===== config.mk =====
export PLATFORM = sky130hd
export DESIGN_NAME = trace_emitter
export DESIGN_NICKNAME = d
export VERILOG_FILES = /design/src/rtl/trace_pkg.sv /design/src/rtl/trace_fifo.sv /design/src/rtl/trace_emitter.sv
export SDC_FILE = /design/constraint.sdc
export NUM_CORES = 1
export LEC_CHECK = 0
export ABC_AREA = 1
export BUFFER_PORTS_ARGS = -buffer_cell sky130_fd_sc_hd__buf_2
export CAP_MARGIN = 10
export CORE_MARGIN = 2
export CORE_UTILIZATION = 40
export CTS_CLUSTER_DIAMETER = 30
export CTS_CLUSTER_SIZE = 40
export DETAILED_ROUTE_END_ITERATION = 16
export SLEW_MARGIN = 0
export SYNTH_ARGS = -nofsm -noshare
export SYNTH_HDL_FRONTEND = slang
export SYNTH_SLANG_ARGS = --single-unit

===== constraint.sdc =====
create_clock -name clk -period 4.9 [get_ports clk]
set_clock_uncertainty 0.1 [all_clocks]
set_input_delay 1.225 -clock clk [delete_from_list [all_inputs] [get_ports clk]]
set_output_delay 1.225 -clock clk [all_outputs]
set_load 0.03 [all_outputs]

===== src/rtl/trace_pkg.sv =====
// Shared types for the commit-trace source: record layout, type codes, header field positions
// and the per-type stream word count.
package trace_pkg;

  typedef enum logic [2:0] {
    TR_NOP  = 3'd0,
    TR_REG  = 3'd1,
    TR_LD   = 3'd2,
    TR_ST   = 3'd3,
    TR_HALT = 3'd4
  } tr_type_e;

  // 64-bit record: 16-bit header fields, then pc, value, addr.
  typedef struct packed {
    tr_type_e    rtype;
    logic [3:0]  rd;
    logic [8:0]  seq;
    logic [15:0] pc;
    logic [15:0] value;
    logic [15:0] addr;
  } trace_rec_t;

  localparam int unsigned HDR_TYPE_LSB = 13;
  localparam int unsigned HDR_REG_LSB  = 9;
  localparam int unsigned HDR_SEQ_LSB  = 0;

  function automatic logic [2:0] words_of(tr_type_e t);
    logic [2:0] n;
    case (t)
      TR_REG:       n = 3'd3;
      TR_LD, TR_ST: n = 3'd4;
      default:      n = 3'd2;
    endcase
    return n;
  endfunction

endpackage


===== src/rtl/trace_fifo.sv =====
// Synchronous record FIFO with occupancy count. Read data is the head entry, valid when not
// empty; pushes while full and pops while empty are ignored.
module trace_fifo
  import trace_pkg::*;
#(
  parameter int unsigned DEPTH = 8
) (
  input  logic                   i_clk,
  input  logic                   i_rst_n,
  input  logic                   i_push,
  input  trace_rec_t             i_data,
  input  logic                   i_pop,
  output trace_rec_t             o_data,
  output logic [$clog2(DEPTH):0] o_count,
  output logic                   o_empty,
  output logic                   o_full
);

  localparam int unsigned AW = $clog2(DEPTH);

  trace_rec_t    r_mem [DEPTH];
  logic [AW-1:0] r_wr_ptr;
  logic [AW-1:0] r_rd_ptr;
  logic [AW:0]   r_count;
  logic          w_do_push;
  logic          w_do_pop;

  assign o_full    = (r_count == (AW+1)'(DEPTH));
  assign o_empty   = (r_count == '0);
  assign w_do_push = i_push && !o_full;
  assign w_do_pop  = i_pop && !o_empty;

  always_ff @(posedge i_clk) begin
    if (!i_rst_n) begin
      r_wr_ptr <= '0;
      r_rd_ptr <= '0;
      r_count  <= '0;
    end else begin
      if (w_do_push) r_wr_ptr <= r_wr_ptr + AW'(1);
      if (w_do_pop)  r_rd_ptr <= r_rd_ptr + AW'(1);
      case ({w_do_push, w_do_pop})
        2'b10:   r_count <= r_count + (AW+1)'(1);
        2'b01:   r_count <= r_count - (AW+1)'(1);
        default: ;
      endcase
    end
  end

  // Storage needs no reset; the pointers define what is valid.
  always_ff @(posedge i_clk) begin
    if (w_do_push) r_mem[r_wr_ptr] <= i_data;
  end

  assign o_data  = r_mem[r_rd_ptr];
  assign o_count = r_count;

endmodule


===== src/rtl/trace_emitter.sv =====
// Commit-trace source: classifies each retiring instruction into a record, queues it and
// serializes records as 16-bit words over a valid/ready stream.
module trace_emitter
  import trace_pkg::*;
#(
  parameter int unsigned DEPTH  = 8,
  parameter int unsigned DROP_W = 8
) (
  input  logic              clk,
  input  logic              rst_n,
  input  logic              en,
  input  logic              commit_valid,
  input  logic [15:0]       commit_pc,
  input  logic              commit_regwrite,
  input  logic [3:0]        commit_reg,
  input  logic [15:0]       commit_wdata,
  input  logic              commit_memread,
  input  logic              commit_memwrite,
  input  logic [15:0]       commit_addr,
  input  logic [15:0]       commit_sdata,
  input  logic              commit_halt,
  output logic              t_valid,
  input  logic              t_ready,
  output logic [15:0]       t_data,
  output logic              t_last,
  output logic              stall_o,
  output logic              overflow,
  output logic [DROP_W-1:0] drop_count,
  output logic              trace_done
);

  localparam int unsigned   CW          = $clog2(DEPTH) + 1;
  localparam logic [CW-1:0] STALL_LEVEL = CW'(DEPTH - 1);

  typedef enum logic [2:0] {StIdle, StHdr, StPc, StVal, StAdr} ser_state_e;

  ser_state_e        r_state;
  ser_state_e        w_state_next;
  logic [8:0]        r_seq;
  logic              r_halted;
  logic              r_overflow;
  logic [DROP_W-1:0] r_drop_count;
  logic              r_trace_done;

  tr_type_e          w_type;
  trace_rec_t        w_rec_in;
  trace_rec_t        w_rec_out;
  logic [CW-1:0]     w_count;
  logic              w_empty;
  logic              w_full;
  logic              w_commit;
  logic              w_push;
  logic              w_drop;
  logic              w_hs;
  logic              w_last;
  logic              w_pop;
  logic [1:0]        w_word_idx;
  logic [15:0]       w_hdr;
  logic [15:0]       w_word;

  // Full is judged on the registered count, so a same-cycle pop never makes room.
  assign w_commit = commit_valid && en && !r_halted;
  assign w_push   = w_commit && !w_full;
  assign w_drop   = w_commit && w_full;

  always_comb begin
    w_type = TR_NOP;
    if (commit_regwrite && commit_memread) w_type = TR_LD;
    else if (commit_regwrite)              w_type = TR_REG;
    else if (commit_halt)                  w_type = TR_HALT;
    else if (commit_memwrite)              w_type = TR_ST;
  end

  always_comb begin
    w_rec_in       = '0;
    w_rec_in.rtype = w_type;
    w_rec_in.seq   = r_seq;
    w_rec_in.pc    = commit_pc;
    case (w_type)
      TR_REG, TR_LD: begin
        w_rec_in.rd    = commit_reg;
        w_rec_in.value = commit_wdata;
      end
      TR_ST:   w_rec_in.value = commit_sdata;
      default: ;
    endcase
    if (w_type == TR_LD || w_type == TR_ST) w_rec_in.addr = commit_addr;
  end

  trace_fifo #(
    .DEPTH(DEPTH)
  ) u_fifo (
    .i_clk  (clk),
    .i_rst_n(rst_n),
    .i_push (w_push),
    .i_data (w_rec_in),
    .i_pop  (w_pop),
    .o_data (w_rec_out),
    .o_count(w_count),
    .o_empty(w_empty),
    .o_full (w_full)
  );

  // IDLE presents the header as well, giving header-valid one cycle after the commit edge.
  assign t_valid = !w_empty;
  assign w_hs    = t_valid && t_ready;

  always_comb begin
    w_word_idx = 2'd0;
    case (r_state)
      StPc:    w_word_idx = 2'd1;
      StVal:   w_word_idx = 2'd2;
      StAdr:   w_word_idx = 2'd3;
      default: ;
    endcase
  end

  assign w_last = (({1'b0, w_word_idx} + 3'd1) == words_of(w_rec_out.rtype));
  assign w_pop  = w_hs && w_last;

  always_comb begin
    w_hdr                        = '0;
    w_hdr[HDR_TYPE_LSB +: 3]     = w_rec_out.rtype;
    w_hdr[HDR_REG_LSB +: 4]      = w_rec_out.rd;
    w_hdr[HDR_SEQ_LSB +: 9]      = w_rec_out.seq;
  end

  always_comb begin
    w_word = w_hdr;
    case (r_state)
      StPc:    w_word = w_rec_out.pc;
      StVal:   w_word = w_rec_out.value;
      StAdr:   w_word = w_rec_out.addr;
      default: ;
    endcase
  end

  assign t_data = t_valid ? w_word : '0;
  assign t_last = t_valid && w_last;

  always_comb begin
    w_state_next = r_state;
    if (w_empty) begin
      w_state_next = StIdle;
    end else if (w_hs) begin
      if (w_last) begin
        w_state_next = (w_count > CW'(1) || w_push) ? StHdr : StIdle;
      end else begin
        case (r_state)
          StIdle, StHdr: w_state_next = StPc;
          StPc:          w_state_next = StVal;
          StVal:         w_state_next = StAdr;
          default:       w_state_next = StIdle;
        endcase
      end
    end else if (r_state == StIdle) begin
      w_state_next = StHdr;
    end
  end

  always_ff @(posedge clk) begin
    if (!rst_n) begin
      r_state      <= StIdle;
      r_seq        <= '0;
      r_halted     <= 1'b0;
      r_overflow   <= 1'b0;
      r_drop_count <= '0;
      r_trace_done <= 1'b0;
    end else begin
      r_state <= w_state_next;
      if (w_push) begin
        r_seq <= r_seq + 9'd1;
        if (w_type == TR_HALT) r_halted <= 1'b1;
      end
      if (w_drop) begin
        r_overflow <= 1'b1;
        if (r_drop_count != '1) r_drop_count <= r_drop_count + DROP_W'(1);
      end
      if (w_pop && w_rec_out.rtype == TR_HALT) r_trace_done <= 1'b1;
    end
  end

  assign stall_o    = (w_count >= STALL_LEVEL);
  assign overflow   = r_overflow;
  assign drop_count = r_drop_count;
  assign trace_done = r_trace_done;

endmodule

==> results of run 1 <==
through the flow:
| stage | util (%) | worst slack, ns | instances | setup TNS (ns) |
|---|---|---|---|---|
| after floorplan | - | -0.161 | 1780 | -41.17 |
| after global placement | 43.1 | 1.10 | 2516 | 0 |
| after detailed placement | 43.1 | 1.09 | 2516 | 0 |
| after CTS | 49.8 | 0.402 | 2712 | 0 |
| after global routing | 49.8 | 0.205 | 2714 | 0 |
| final | 49.8 | 0.398 | 2715 | 0 |
synth_stat cells (10+ instances only):
cell	n
edfxtp_1	512
nor2_1	263
o21ai_0	196
nand2_1	163
inv_1	99
a21oi_1	77
o221ai_1	69
nand3_1	65
clkbuf_1	62
o21ai_1	58
buf_2	39
dfxtp_1	36
o211ai_1	28
o22ai_1	27
a22oi_1	13
a32o_1	13
nor3_1	10
final timing paths:
check | start | to | slack [ns] | cells past startpoint
max | register | t_data[6] | 0.40 | 9
min | trace_done | trace_done | 0.35 | 2
min reg2reg | trace_done | trace_done | 0.35 | 2
max reg2reg | register | u_fifo.o_count[2] | 1.80 | 15
cell families after synthesis:
logic type      after synthesis  synth area share [%]
fa+ha+maj                     9                 0.509
compound gates              487                  13.2
xor+xnor                      4                 0.158
simple gates                513                  9.34
flops                       548                  72.7
buf+inv                     219                  4.10
cell usage in the layout, fill, tap and decap left out, drive strengths merged, types with 2 or more instances in the layout:
cell      instances
edfxtp          512
nor2            264
o21ai           254
nand2           167
buf             145
inv             122
clkbuf          117
a21oi            77
o221ai           69
nand3            66
dfxtp            36
clkinv           33
o211ai           28
o22ai            27
bufinv           17
clkinvlp         14
a22oi            13
a32o             13
nor3             10
ha                9
xor2              3
nand4             3
diode             2
a41oi             2
registers in the layout, indices dropped and copies added, names as in the netlist, named ones only:
name and cells:
drop_count 8, overflow 1, r_halted 1, r_seq 9, r_state 3, trace_done 1, u_fifo.o_count 4, u_fifo.r_mem 512
u_fifo.r_rd_ptr 3, u_fifo.r_wr_ptr 3
worst reg2reg max path, stage by stage (launching register included):
cell and delay, ns:
dfxtp_4 0.37, inv_6 0.45, buf_12 0.32, nand2_1 0.10, nand3_1 0.08, nand3_1 0.08
nand2_2 0.15, nand3b_1 0.12, nand2_2 0.13, nand3_4 0.11, nor2_4 0.18, ha_1 0.32
a21oi_1 0.13, o21ai_0 0.11, o21ai_0 0.15, a21oi_1 0.07
report_power, final:
part	total, mW	switching [mW]	leakage, nW	internal, mW
Clock	7.35	2.45	1.76	4.89
Combinational	0.345	0.251	3.06	0.0936
Sequential	5.20	0.0178	4.95	5.18
Total	12.9	2.72	9.77	10.2
final cells by class:
class,count,area [um2],share of cell area [%]
Sequential cell,548,16100,59.0
Multi-Input combinational cell,1013,5190,19.0
Clock buffer,116,2690,9.85
Timing Repair Buffer,146,1050,3.83
Clock inverter,80,993,3.64
Tap cell,704,881,3.22
Inverter,106,405,1.48
Antenna cell,2,5.00,0.0183
per-layer routing:
| metal | track usage, % | part of all wire [%] |
|---|---|---|
| met1 | 27.9 | 43 |
| met2 | 33.1 | 47 |
| met3 | 3.39 | 6.8 |
| met4 | 8.71 | 2.9 |
| met5 | 0 | 0.019 |
==> results_dict.tcl, run 1 <==
set metrics [dict create \
    viasPerCell 5.51 \
    cpMaxStageDelayCell "inv_6" \
    grt_pass1_wl_mm 88.6 \
    fin_nets 2005 \
    maxCapViolCount 0 \
    insertion_delay_ns 0.63 \
    synth.top_cell.area_share_pct 69.5 \
    status "finished, final reports clean" \
    p_leak_nw 9.77 \
    rows 86 \
    ys_ff_latch 548 \
    wl_per_cell_um 21.8 \
    grt.total_usage_pct 20.6 \
    hold_slack_ns 0.352 \
    synth_area_leaders "edfxtp_1 69%, nor2_1 4.5%, o21ai_0 4.4%" \
    fmax_mhz 222 \
    ios 106 \
    fin_crit_sh_pct 91.9 \
    cts-root-buf "clkbuf_16" \
    ys_warn_count 0 \
    grt_pass1_vias 14700 \
    cpPeakStageDelay_ns 0.45 \
    synth_ff_type "edfxtp_1" \
    path_delay_family "buffers and inverters" \
    fp.dieW_um 239 \
    ant_nets 0 \
    syn_area_um2 22100 \
    crit_type "reg2out" \
    ctsHoldBuffers 0 \
    syn2layout_area_growth_pct 23.4 \
    yosys.area.top_type "edfxtp_1" \
    total_power_mw 12.9 \
    async_flop_share_pct 0 \
    grt_max_degree 153 \
    hold_viol_final 0 \
    drcViolationCount 0 \
    gp_congestion 0.812 \
    cp_cell_sequence "inv_6 > buf_12 > o21ai_0 > o221ai_1 > o211ai_1 > nand3_1 > o21ai_1 > nor2_1 > buf_2" \
    relSlewSlack_pct 22.0 \
    slew_viol_final 0 \
    cp_max_fo 92 \
    drt_iter0_drc 1632 \
    worst-path-buf-inv 3 \
    design_area_um2 27300 \
    cts_setup_buffers 0 \
    drive_gt1_share_pct 17.4 \
    vias 15000 \
    synth_nets 1866 \
    rsz0062_at_grt "no" \
    syn_area_per_cell_um2 12.4 \
    synth-edff-count 512 \
    arrival_ns 3.18 \
    dr.pass1.iters 5 \
    overflow 0 \
    cts_resized 0 \
    finalSetupViolations 0 \
    fin_crit_ns 4.50 \
    die_y_um 239 \
    max-vdd-ir-drop_uv 291 \
    dpl_cell_area_um2 23600 \
    clock-sinks 548 \
    pwr_density_cell_nw_per_um2 472 \
    cts_tree "done" \
    cp.required_ns 3.58 \
    num-fill-cells 4644 \
    start_kind "register" \
    ys_seq_area_share_pct 72.7 \
    start_util_pct 40.3 \
    io_buffers 105 \
    dieArea_um2 57200 \
    antenna_found_initial 3 \
    end_kind "primary output" \
    cts_buffers 104 \
    fp.coreArea_um2 54900 \
    htreeDepth 3 \
    routed_wl_mm 59.1 \
    hpwl_mm 32.5 \
    hp-class "reg2reg" \
    synth_cell_type_count 37 \
    syn_inst 1780 \
    clock_path_buffers 3 \
    worst_pin_slew_ns 1.16 \
    cts.reportedPaths.clkPinSlew_ns 0.05 \
]
Note: power is estimated with default switching activity, not from simulation.
==> run 2, diff against run 1 <==
==> constraint.sdc (replaced) <==
create_clock -name clk -period 4.9 [get_ports clk]
set_clock_uncertainty 0.1 [all_clocks]
set_input_delay 1.225 -clock clk [delete_from_list [all_inputs] [get_ports clk]]
set_output_delay 1.225 -clock clk [all_outputs]
set_load 0.005 [all_outputs]
==> results_dict.tcl, run 2 (same netlist as run 1, synthesis figures left out) <==
set metrics [dict create \
    status "finished, final reports clean" \
    cellInternalPower_mw 9.77 \
    switchingPower_mw 2.61 \
    fin_crit_sh_pct 89.8 \
    place_ws_ns 1.22 \
    cts_buffers 101 \
    start_util_pct 40.3 \
    hp-class "reg2reg" \
    ctsHoldBuffers 0 \
    finalSetupViolations 0 \
    arrival_ns 3.07 \
    dieArea_um2 57200 \
    start_kind "register" \
    hold_slack_ns 0.369 \
    p_leak_nw 9.65 \
    syn2layout_area_growth_pct 22.1 \
    die_y_um 239 \
    grt.total_usage_pct 20.8 \
    regMostFlops "u_fifo.r_mem" \
    switching_share_pct 21.1 \
    grt_max_degree 159 \
    largest_reg_flops 512 \
    dr_wl_met2_mm 27.6 \
    drcViolationCount 0 \
    grt_pass1_vias 14900 \
    worst_pin_slew_ns 1.20 \
    fin_util_pct 49.3 \
    fp.dieW_um 239 \
    ant_nets 0 \
    cts_tree "done" \
    viasPerCell 5.52 \
    rsz0062_at_grt "no" \
    end_kind "primary output" \
    fmax_mhz 227 \
    cp_max_fo 82 \
    route.met3.wl_mm 3.91 \
    gp_congestion 0.780 \
    overflow 0 \
    fin_nets 2003 \
    drive_gt1_share_pct 16.9 \
    fin_crit_ns 4.40 \
    top_layer_used "met5" \
    reg2reg_depth 14 \
    total_power_mw 12.4 \
    rrSetupSlack_ns 1.67 \
    htreeDepth 3 \
    cts-root-buf "clkbuf_16" \
    wl_met1_mm 25.7 \
    p_comb_share_pct 2.5 \
    dr.pass1.iters 5 \
    r2r-end "u_fifo.o_count[3]" \
    fp.coreArea_um2 54900 \
    pwr_density_cell_nw_per_um2 458 \
    max-vdd-ir-drop_uv 254 \
    clock-sinks 548 \
    grt_pass1_wl_mm 89.3 \
    slew_viol_final 0 \
    setup_ws_ns 0.501 \
    seqPwrFrac_pct 42.0 \
    maxCapViolCount 0 \
    rows 86 \
    crit_end "t_data[0]" \
    hold_viol_final 0 \
    antenna_found_initial 4 \
    clock_path_buffers 3 \
    cts_resized 0 \
    p_clk_share_pct 55.4 \
    hpwl_mm 32.3 \
    crit_type "reg2out" \
    final_common_cell "edfxtp_1" \
    ios 106 \
    vias 14900 \
    layout_common_cells "512 x edfxtp_1, 253 x nor2_1, 196 x o21ai_0" \
    io_buffers 105 \
    cts_setup_buffers 0 \
    cts.reportedPaths.clkPinSlew_ns 0.05 \
    wl_per_cell_um 21.8 \
    relSlewSlack_pct 19.4 \
    drt_iter0_drc 1456 \
    routed_wl_mm 59.0 \
    cp.required_ns 3.58 \
    insertion_delay_ns 0.61 \
]
-- run 2: worst min path at each step --
stage | from | to | slack [ns] | cells after the start
2_1_floorplan | r_halted | r_halted | 0.34 | 2
3_5_place_dp | r_halted | r_halted | 0.36 | 2
6_report | r_halted | r_halted | 0.37 | 2
3_3_place_gp | trace_done | trace_done | 0.34 | 2
4_1_cts | r_halted | r_halted | 0.37 | 2
5_1_grt | r_halted | r_halted | 0.39 | 2
-- run 2: per-layer routing --
layer / vias to the layer above / track usage, %
met5: - / 0
met4: 4 / 8.60
met3: 100 / 3.71
met2: 556 / 32.8
met1: 7423 / 28.6
li1: 6862 / -
-- run 2: metrics by stage --
stage | instance area [um2] | TNS (ns) | cells
floorplan | 22100 | -41.17 | 1780
global placement | 23600 | 0 | 2516
detailed placement | 23600 | 0 | 2516
CTS | 27000 | 0 | 2705
global route | 27000 | 0 | 2707
finish | 27000 | 0 | 2708
-- run 2: power by group through the flow --
stage / Combinational, mW / Sequential [mW] / Clock [mW]
final: 0.315 / 5.20 / 6.86
after detailed placement: 0.315 / 5.29 / 0
after CTS: 0.316 / 5.20 / 6.93
after global placement: 0.308 / 5.29 / 0
after floorplan: 0.154 / 5.29 / 0
after global routing: 0.349 / 5.20 / 7.15
-- run 2: area by class of cell --
| type | count | area, um2 |
|---|---|---|
| Sequential cell | 548 | 16100 |
| Multi-Input combinational cell | 1013 | 5190 |
| Antenna cell | 1 | 2.50 |
| Timing Repair Buffer | 147 | 1030 |
| Tap cell | 704 | 881 |
| Clock buffer | 110 | 2600 |
| Clock inverter | 79 | 813 |
| Inverter | 106 | 405 |
| Fill cell | 4686 | 27800 |
-- run 2: worst max-delay path: stages (launching register included) --
cell and delay, ns:
dfxtp_4 0.37, inv_6 0.38, buf_12 0.39, buf_4 0.30, nand2_1 0.08, a32o_1 0.22, o21ai_0 0.14, a21oi_1 0.06
nor2_1 0.25, buf_2 0.17
==> run 3, diff against run 2 <==
==> constraint.sdc (replaced) <==
create_clock -name clk -period 4.9 [get_ports clk]
set_clock_uncertainty 0.1 [all_clocks]
set_input_delay 1.47 -clock clk [delete_from_list [all_inputs] [get_ports clk]]
set_output_delay 1.47 -clock clk [all_outputs]
set_load 0.005 [all_outputs]
==> results_dict.tcl, run 3 (same netlist as run 1, synthesis figures left out) <==
set metrics [dict create \
    num-fill-cells 4582 \
    drive_gt1_share_pct 17.8 \
    final_cells 2721 \
    end_kind "primary output" \
    fin_crit_ns 4.68 \
    met2_usage_pct 33.7 \
    hp-class "reg2reg" \
    cpPeakStageDelay_ns 0.54 \
    cts_resized 0 \
    clock_path_buffers 3 \
    grt_max_degree 169 \
    grtUsageMet3_pct 3.78 \
    syn2layout_area_growth_pct 24.8 \
    hold_viol_final 0 \
    total_power_mw 13.5 \
    fin_nets 2011 \
    cp.required_ns 3.33 \
    cts-root-buf "clkbuf_16" \
    gp_congestion 0.757 \
    cts_buffers 110 \
    slew_viol_final 0 \
    htreeDepth 3 \
    p_leak_nw 9.93 \
    antenna_found_initial 2 \
    routed_wl_mm 59.1 \
    path_delay_family "compound AO/OA/AOI/OAI gates" \
    largest_reg_flops 512 \
    arrival_ns 3.11 \
    ctsHoldBuffers 0 \
    rows 86 \
    final_common_cell "edfxtp_1" \
    overflow 0 \
    ios 106 \
    top_usage_layer "met2" \
    relSlewSlack_pct 19.7 \
    met1_usage_pct 28.0 \
    drt_iter0_drc 1282 \
    drcViolationCount 0 \
    worst_pin_slew_ns 1.19 \
    dr.pass1.iters 5 \
    regMostFlops "u_fifo.r_mem" \
    maxCapViolCount 0 \
    crit_type "reg2out" \
    grt_pass1_wl_mm 89.0 \
    worst-path-buf-inv 3 \
    insertion_delay_ns 0.64 \
    fmax_mhz 214 \
    grt_pass1_vias 14700 \
    cts_setup_buffers 0 \
    viasPerCell 5.48 \
    grt.total_usage_pct 20.8 \
    place_inst 2516 \
    dieArea_um2 57200 \
    hpwl_mm 32.8 \
    start_util_pct 40.3 \
    ant_nets 0 \
    cp_cell_sequence "inv_4 > buf_12 > o21ai_1 > o22ai_1 > o211ai_1 > nand3_1 > o21ai_1 > nor2_1 > buf_2" \
    cts.reportedPaths.clkPinSlew_ns 0.05 \
    cpMaxStageDelayCell "dfxtp_4" \
    worst_path_most_repeated_cell "o21ai_1" \
    clock-sinks 548 \
    rsz0062_at_grt "no" \
    fin_crit_sh_pct 95.5 \
    die_y_um 239 \
    cp_max_fo 64 \
    fp.coreArea_um2 54900 \
    layout_common_cells "512 x edfxtp_1, 253 x nor2_1, 196 x o21ai_0" \
    vias 14900 \
    max-vdd-ir-drop_uv 293 \
    start_kind "register" \
    fp.dieW_um 239 \
    io_buffers 105 \
    wl_per_cell_um 21.7 \
    pwr_density_cell_nw_per_um2 488 \
    cts_tree "done" \
    status "finished, final reports clean" \
    finalSetupViolations 0 \
]
==> run 3: changes by cell type in the layout (fill, tap and decap cells not counted), sizes merged <==
cell    previous run  this run
clkbuf           112       122
inv              121       114
bufinv            12        26
clkinv            41        37
==> run 3: per-stage QoR <==
step           area (um2)  utilization, %  setup WS, ns  setup TNS (ns)  hold WS, ns
2_1_floorplan       22100               -        -0.406         -103.89        0.344
3_3_place_gp        23600            43.0         0.934               0        0.344
3_5_place_dp        23600            43.0         0.915               0        0.347
4_1_cts             27600            50.3         0.250               0        0.359
5_1_grt             27600            50.3         0.156               0        0.380
6_report            27600            50.3         0.220               0        0.352
==> run 3: routing by layer <==
metal  vias to the layer above  part of all wire (%)
li1                       6887                     -
met1                      7432                    43
met2                       518                    48
met3                        80                   6.2
met4                         2                   2.4
met5                         -                 0.019
==> run 3: path summary, 6_finish.rpt <==
kind                            slack, ns  cells past startpoint        from           endpoint
worst min register to register       0.35                      2  trace_done         trace_done
worst max-delay path                 0.22                      9    register         t_data[12]
worst max register to register       1.71                     14    register  u_fifo.o_count[3]
worst min-delay path                 0.35                      2  trace_done         trace_done
==> run 3: worst reg2reg max path: stages (launching register included) <==
cell	delay, ns
dfxtp_4	0.44
inv_4	0.37
buf_12	0.40
nand3_1	0.14
nand2_1	0.07
nand2_1	0.04
nand2_1	0.16
nand4_1	0.21
nand3_4	0.18
nor2_4	0.06
ha_1	0.39
nor2_1	0.06
a32oi_1	0.23
o21ai_0	0.10
a21oi_1	0.13
==> run 3: power breakdown <==
part	internal, mW	switching (mW)
Sequential	5.19	0.0182
Combinational	0.0894	0.228
Clock	5.52	2.44
Total	10.8	2.68
==> run 3: area by class of cell <==
class                   instances  area, um2  area share [%]
diodes                          1       2.50         0.00906
inverters                     106        405            1.47
clock buffers                 121       2830            10.2
repair buffers                146       1030            3.74
clock inverters                82       1170            4.25
well taps                     704        881            3.19
flip-flops and latches        548      16100            58.3
multi-input cells            1013       5190            18.8
